$ cat src/rtl/alarm_pkg.sv
// Shared types and helpers for the multi-snooze countdown alarm controller.
package alarm_pkg;

  typedef enum logic [2:0] {
    IDLE   = 3'd0,
    SET    = 3'd1,
    RUN    = 3'd2,
    PAUSE  = 3'd3,
    ALARM  = 3'd4,
    SNOOZE = 3'd5
  } state_e;

  // Encoding doubles as priority: a larger value wins on the same cycle.
  typedef enum logic [1:0] {
    EV_NONE       = 2'd0,
    EV_SET        = 2'd1,
    EV_SNOOZE     = 2'd2,
    EV_START_STOP = 2'd3
  } event_e;

  function automatic event_e pick_event(input logic ss, input logic sn, input logic st);
    if (ss) return EV_START_STOP;
    if (sn) return EV_SNOOZE;
    if (st) return EV_SET;
    return EV_NONE;
  endfunction

  // Bit idx of an LSB-first thermometer code holding `level` ones.
  function automatic logic thermo_bit(input logic [31:0] level, input logic [31:0] idx);
    return idx < level;
  endfunction

endpackage

$ cat src/rtl/alarm_timer_multi_debounce.sv
// Button qualifier: DEB_CYCLES consecutive low samples give one registered press pulse.
module button_debounce #(
  parameter int unsigned DEB_CYCLES = 3
) (
  input  logic CLK,
  input  logic RST_N,
  input  logic btn_n,
  output logic press
);

  localparam int unsigned DC_W = (DEB_CYCLES < 2) ? 1 : $clog2(DEB_CYCLES + 1);

  logic [DC_W-1:0] cnt_q, cnt_d;
  logic            armed_q, armed_d;
  logic            press_q, press_d;

  // Re-arm only after a high sample so a held button fires once.
  always_comb begin
    cnt_d   = cnt_q;
    armed_d = armed_q;
    press_d = 1'b0;
    if (btn_n) begin
      cnt_d   = '0;
      armed_d = 1'b1;
    end else if (armed_q) begin
      if (cnt_q == DC_W'(DEB_CYCLES - 1)) begin
        press_d = 1'b1;
        armed_d = 1'b0;
        cnt_d   = '0;
      end else begin
        cnt_d = cnt_q + DC_W'(1);
      end
    end
  end

  always_ff @(posedge CLK or negedge RST_N) begin
    if (!RST_N) begin
      cnt_q   <= '0;
      armed_q <= 1'b1;
      press_q <= 1'b0;
    end else begin
      cnt_q   <= cnt_d;
      armed_q <= armed_d;
      press_q <= press_d;
    end
  end

  assign press = press_q;

endmodule

$ cat src/rtl/alarm_timer_multi.sv
// Countdown alarm with set/run/pause, bounded snooze and alarm timeout; tick-enabled datapath.
module alarm_timer_multi
  import alarm_pkg::*;
#(
  parameter int unsigned CLK_DIV       = 10,
  parameter int unsigned MAX_SET       = 9,
  parameter int unsigned CNT_W         = 4,
  parameter int unsigned LED_N         = 9,
  parameter int unsigned DEB_CYCLES    = 3,
  parameter int unsigned SNOOZE_TIME   = 5,
  parameter int unsigned MAX_SNOOZE    = 3,
  parameter int unsigned ALARM_TIMEOUT = 20
) (
  input  logic                              CLK,
  input  logic                              RST_N,
  input  logic                              start_stop_button,
  input  logic                              set_button,
  input  logic                              snooze_button,
  output logic [CNT_W-1:0]                  ssd_led_out,
  output logic [LED_N-1:0]                  led_out,
  output logic                              alarm_active,
  output logic [$clog2(MAX_SNOOZE+1)-1:0]   snooze_left
);

  localparam int unsigned PRE_W = $clog2(CLK_DIV);
  localparam int unsigned TO_W  = $clog2(ALARM_TIMEOUT + 1);
  localparam int unsigned SN_W  = $clog2(MAX_SNOOZE + 1);

  state_e             state_q, state_d;
  logic [CNT_W-1:0]   set_time_q, set_time_d;
  logic [CNT_W-1:0]   rem_q, rem_d;
  logic [LED_N-1:0]   led_q, led_d;
  logic [SN_W-1:0]    snooze_q, snooze_d;
  logic [PRE_W-1:0]   presc_q, presc_d;
  logic [TO_W-1:0]    tout_q, tout_d;
  logic               alarm_q, alarm_d;
  logic               ss_press, set_press, sn_press;
  logic               tick_c;
  event_e             ev_c;
  logic [31:0]        lvl_c;

  button_debounce #(.DEB_CYCLES(DEB_CYCLES)) u_deb_ss (
    .CLK(CLK), .RST_N(RST_N), .btn_n(start_stop_button), .press(ss_press));
  button_debounce #(.DEB_CYCLES(DEB_CYCLES)) u_deb_set (
    .CLK(CLK), .RST_N(RST_N), .btn_n(set_button), .press(set_press));
  button_debounce #(.DEB_CYCLES(DEB_CYCLES)) u_deb_sn (
    .CLK(CLK), .RST_N(RST_N), .btn_n(snooze_button), .press(sn_press));

  assign ev_c   = pick_event(ss_press, sn_press, set_press);
  assign tick_c = ((state_q == RUN) || (state_q == ALARM)) &&
                  (presc_q == PRE_W'(CLK_DIV - 1));

  always_ff @(posedge CLK or negedge RST_N) begin
    if (!RST_N) state_q <= IDLE;
    else        state_q <= state_d;
  end

  // Next state; expiry in RUN outranks a simultaneous pause request.
  always_comb begin
    state_d = state_q;
    case (state_q)
      IDLE:  state_d = SET;
      SET:   if (ev_c == EV_START_STOP && set_time_q != '0) state_d = RUN;
      RUN: begin
        if (rem_q == '0)                 state_d = ALARM;
        else if (ev_c == EV_START_STOP)  state_d = PAUSE;
      end
      PAUSE: begin
        if (ev_c == EV_START_STOP)       state_d = RUN;
        else if (ev_c == EV_SET)         state_d = IDLE;
      end
      ALARM: begin
        if (ev_c == EV_START_STOP)                           state_d = IDLE;
        else if (ev_c == EV_SNOOZE && snooze_q != '0)        state_d = SNOOZE;
        else if (tick_c && tout_q == TO_W'(ALARM_TIMEOUT - 1)) state_d = IDLE;
      end
      SNOOZE:  state_d = RUN;
      default: state_d = IDLE;
    endcase
  end

  // Datapath and output next values, keyed on the state being entered.
  always_comb begin
    set_time_d = set_time_q;
    rem_d      = rem_q;
    snooze_d   = snooze_q;
    led_d      = led_q;
    presc_d    = '0;
    tout_d     = '0;
    alarm_d    = (state_d == ALARM);
    lvl_c      = '0;

    if (((state_d == RUN) || (state_d == ALARM)) && state_d == state_q && !tick_c)
      presc_d = presc_q + PRE_W'(1);
    if (state_q == ALARM && state_d == ALARM)
      tout_d = tick_c ? tout_q + TO_W'(1) : tout_q;

    case (state_d)
      IDLE: begin
        set_time_d = '0;
        rem_d      = '0;
        snooze_d   = SN_W'(MAX_SNOOZE);
      end
      SET: begin
        if (state_q == SET && ev_c == EV_SET && set_time_q < CNT_W'(MAX_SET))
          set_time_d = set_time_q + CNT_W'(1);
        rem_d = set_time_d;
      end
      RUN: begin
        if (state_q == RUN && tick_c && rem_q != '0)
          rem_d = rem_q - CNT_W'(1);
      end
      SNOOZE: begin
        rem_d    = CNT_W'(SNOOZE_TIME);
        snooze_d = snooze_q - SN_W'(1);
      end
      default: ;
    endcase

    lvl_c = (32'(rem_d) < LED_N) ? 32'(rem_d) : LED_N;
    case (state_d)
      IDLE: led_d = '0;
      SET, RUN, PAUSE: begin
        for (int i = 0; i < LED_N; i++) led_d[i] = thermo_bit(lvl_c, 32'(i));
      end
      ALARM: begin
        if (state_q != ALARM) led_d = '1;
        else if (tick_c)      led_d = ~led_q;
      end
      default: ;
    endcase
  end

  always_ff @(posedge CLK or negedge RST_N) begin
    if (!RST_N) begin
      set_time_q <= '0;
      rem_q      <= '0;
      led_q      <= '0;
      snooze_q   <= SN_W'(MAX_SNOOZE);
      presc_q    <= '0;
      tout_q     <= '0;
      alarm_q    <= 1'b0;
    end else begin
      set_time_q <= set_time_d;
      rem_q      <= rem_d;
      led_q      <= led_d;
      snooze_q   <= snooze_d;
      presc_q    <= presc_d;
      tout_q     <= tout_d;
      alarm_q    <= alarm_d;
    end
  end

  assign ssd_led_out  = rem_q;
  assign led_out      = led_q;
  assign alarm_active = alarm_q;
  assign snooze_left  = snooze_q;

endmodule

$ cat config.mk
export PLATFORM = sky130hd
export DESIGN_NAME = alarm_timer_multi
export DESIGN_NICKNAME = d
export VERILOG_FILES = /design/src/rtl/alarm_pkg.sv /design/src/rtl/alarm_timer_multi_debounce.sv /design/src/rtl/alarm_timer_multi.sv
export SDC_FILE = /design/constraint.sdc
export NUM_CORES = 1
export LEC_CHECK = 0
export ABC_CLOCK_PERIOD_IN_PS = 6000
export BUFFER_PORTS_ARGS = -buffer_cell sky130_fd_sc_hd__buf_4
export CAP_MARGIN = 20
export CORE_MARGIN = 2
export CORE_UTILIZATION = 40
export CTS_BUF_LIST = sky130_fd_sc_hd__clkbuf_8
export CTS_CLUSTER_SIZE = 8
export DETAILED_ROUTE_END_ITERATION = 6
export GPL_TIMING_DRIVEN = 1
export PLACE_DENSITY_LB_ADDON = 0.25
export SETUP_SLACK_MARGIN = 0.05
export SYNTH_ARGS = -nofsm -noshare
export SYNTH_HDL_FRONTEND = slang
export SYNTH_SLANG_ARGS = --single-unit
$ cat constraint.sdc
create_clock -name CLK -period 6 [get_ports CLK]
set_input_delay 0.9 -clock CLK [delete_from_list [all_inputs] [get_ports CLK]]
set_output_delay 0.9 -clock CLK [all_outputs]
set_load 0.005 [all_outputs]
==> impl_metrics.py <==
metrics = {
    "timing": {
        "slew_viol_final": 0,
        "tns_ns": 0,
        "worst_pin_slew_ns": 0.717,
        "setup-violations-final": 0,
        "min_period_ns": 3.09,
        "slew_headroom": 0.519,
        "rsz0062_at_grt": "false",
        "finClkSkew_ns": 0.0122,
        "fmax_mhz": 324,
        "fin_crit_sh": 0.515,
        "hold_viol_final": 0,
    },
    "yosys": {
        "synth_ff_type": "dfrtp_1",
        "synth-edff-count": 0,
        "synth_most_common_cell": "dfrtp_1",
        "synthCells": 239,
        "avgSynthCellArea_um2": 10.5,
        "synth_warnings": 0,
        "synth.largest_area_cell": "dfrtp_1",
        "synth_top_area_share": 0.390,
        "ys_ff_latch": 44,
        "netlist-cell-type-count": 68,
        "synth_area_um2": 2500,
        "seq_area_frac_synth": 0.442,
        "synthTopCellsByArea": "dfrtp_1 (39%), dfstp_2 (5.2%), nor2_1 (3.9%)",
        "synth.net_count": 251,
        "async_reset_ff_frac": 1.00,
        "synthTopCellsByCount": "dfrtp_1 (39), nor2_1 (26), inv_1 (14)",
    },
    "power": {
        "power.switching_w": 0.000330,
        "p_leak_nw": 1.33,
        "seqPwrFrac": 0.412,
        "power_density_nw_per_um2": 353,
        "comb_power_share": 0.370,
        "ir_drop_uv": 182,
        "clockPowerShare": 0.218,
        "p_int_w": 0.000647,
        "switching_share": 0.338,
    },
    "clock_network": {
        "cts_tree": "done",
        "holdBufCountCts": 0,
        "htreeDepth": 2,
        "clockBufferDepth": 2,
        "cts_buffers": 5,
        "cts_resized": 0,
        "clk_pin_slew_ns": 0.08,
        "clockRootBuffer": "clkbuf_8",
        "clock_latency_ns": 0.29,
        "cts_setup_buffers": 0,
        "clock_sinks": 44,
    },
    "detailed_routing": {
        "avgRoutedWirePerCell_um": 15.2,
        "first_pass_iters": 4,
        "vias": 1871,
        "vias_per_cell": 5.64,
        "totalWireLength_mm": 5.04,
        "drt_iter0_drc": 93,
        "final_antenna_net_count": 0,
        "drc": 0,
    },
    "floorplan": {
        "die_w_um": 83.1,
        "fp.dieH_um": 83.1,
        "core-area_um2": 5990,
        "dieArea_um2": 6910,
        "num_io_pins": 21,
        "fp-row-count": 28,
        "initial_core_util": 0.418,
    },
    "final_layout": {
        "layout-drive-gt1-share": 0.218,
        "fin_cells": 332,
        "final_nets": 269,
        "fillCellCount": 577,
        "antenna_cells": 0,
        "stdcell_area_um2": 2770,
        "syn2layout_area_growth_pct": 10.5,
    },
    "worst_setup_path": {
        "crit_path_max_fanout": 9,
        "arrival_ns": 3.27,
        "required_ns": 6.18,
        "cp-start-kind": "flip-flop",
        "cp-end-kind": "flip-flop",
        "crit_type": "flip-flop to flip-flop",
    },
    "place": {
        "hpwl_mm": 3.67,
        "gp_congestion": 0.834,
        "dp_cells": 325,
        "io_buffers": 20,
        "postPlaceCellArea_um2": 2660,
    },
    "grt": {
        "overflow": 0,
        "grt_start_max_net_pins": 45,
        "grt_pass1_vias": 1818,
        "grt_first_pass_wirelength_mm": 8.66,
        "antenna_found_initial": 0,
        "grt.total_usage": 0.152,
    },
    "job": {
        "drv_cap": 0,
    },
    "run_status": {
        "outcome": "finished, final reports clean",
    },
    "worst_hold_path": {
        "min_path_type": "flip-flop to flip-flop",
    },
}
==> flip-flops by register name (all words and copies together) (netlist names) <==
register           cells
ssd_led_out            4
u_deb_sn.press         1
u_deb_ss.press         1
u_deb_sn.armed_q       1
u_deb_set.armed_q      1
set_time_q             4
u_deb_ss.armed_q       1
presc_q                4
snooze_left            2
u_deb_ss.cnt_q         2
u_deb_set.press        1
alarm_active           1
u_deb_set.cnt_q        2
tout_q                 5
state_q                3
led_out                9
u_deb_sn.cnt_q         2
==> worst max-delay path, cell delays in order (launching register included) <==
cell and delay, ns:
dfrtp_1 0.43, inv_1 0.08, ha_1 0.16, or3b_1 0.38
a311o_1 0.50, nand3_4 0.18, o21ba_1 0.17, or3_1 0.45
o31a_1 0.30, o32a_1 0.32
==> worst paths after layout <==
path	depth (start not counted)	to	slack (ns)	from
setup / recovery	9	led_out[0]	2.91	set_time_q[0]
hold / removal	1	presc_q[0]	0.49	presc_q[0]
setup reg to reg	9	led_out[0]	2.91	set_time_q[0]
hold reg to reg	1	presc_q[0]	0.49	presc_q[0]
max in group asynchronous	1	ssd_led_out[3]	5.02	RST_N
min in group asynchronous	1	u_deb_sn.cnt_q[1]	0.59	RST_N
==> layout make-up <==
cell class	instances	area (µm²)	share of cell area
Tap cell	75	93.8	0.0339
Multi-Input combinational cell	171	1260	0.454
Clock buffer	5	68.8	0.0249
Timing Repair Buffer	20	150	0.0543
Inverter	15	56.3	0.0204
Sequential cell	44	1110	0.400
Clock inverter	2	33.8	0.0122
==> power groups by stage <==
stage	logic, W	registers (W)	clock network, W
2_1_floorplan	0.000286	0.000389	0
3_3_place_gp	0.000358	0.000404	0
3_5_place_dp	0.000360	0.000408	0
4_1_cts	0.000363	0.000402	0.000222
5_1_grt	0.000404	0.000411	0.000236
6_report	0.000361	0.000403	0.000213
==> cell families after synthesis <==
group                      synth area share
buffers and inverters                0.0560
xor gates and xnor gates             0.0280
AOI/OAI and AO/OA                     0.201
muxes                                0.0245
adders and majority gates            0.0350
and+or+nand+nor                       0.213
DFF                                   0.442
==> routing by layer <==
layer | track usage | up-vias | routed length (µm)
met4 | 0.0373 | 0 | 31
met3 | 0.0358 | 4 | 157
met1 | 0.211 | 920 | 2520
met2 | 0.241 | 26 | 2320
li1 | - | 921 | -
met5 | 0 | - | 0
==> cell usage in the layout, fill, tap and decap left out, types with 4 or more instances in the layout <==
master     n
a21o_1     4
a21oi_1   12
a41oi_1    4
buf_4     20
clkbuf_8   5
dfrtp_1   39
dfstp_2    5
ha_1       7
inv_1     15
mux2i_1    5
nand2_1   10
nand2b_1   7
nor2_1    26
nor3b_1    7
o21ai_0    8
xor2_1     5
==> per-stage QoR <==
| stage | power [W] | util | setup WS [ns] | hold slack [ns] |
|---|---|---|---|---|
| global placement | 0.000762 | 0.445 | 2.99 | 0.483 |
| global route | 0.00105 | 0.462 | 2.72 | 0.510 |
| CTS | 0.000987 | 0.462 | 2.92 | 0.500 |
| floorplan | 0.000674 | - | 3.11 | 0.456 |
| detailed placement | 0.000768 | 0.445 | 2.92 | 0.488 |
| finish | 0.000977 | 0.462 | 2.91 | 0.491 |
Note: power is estimated with default switching activity, not from simulation.
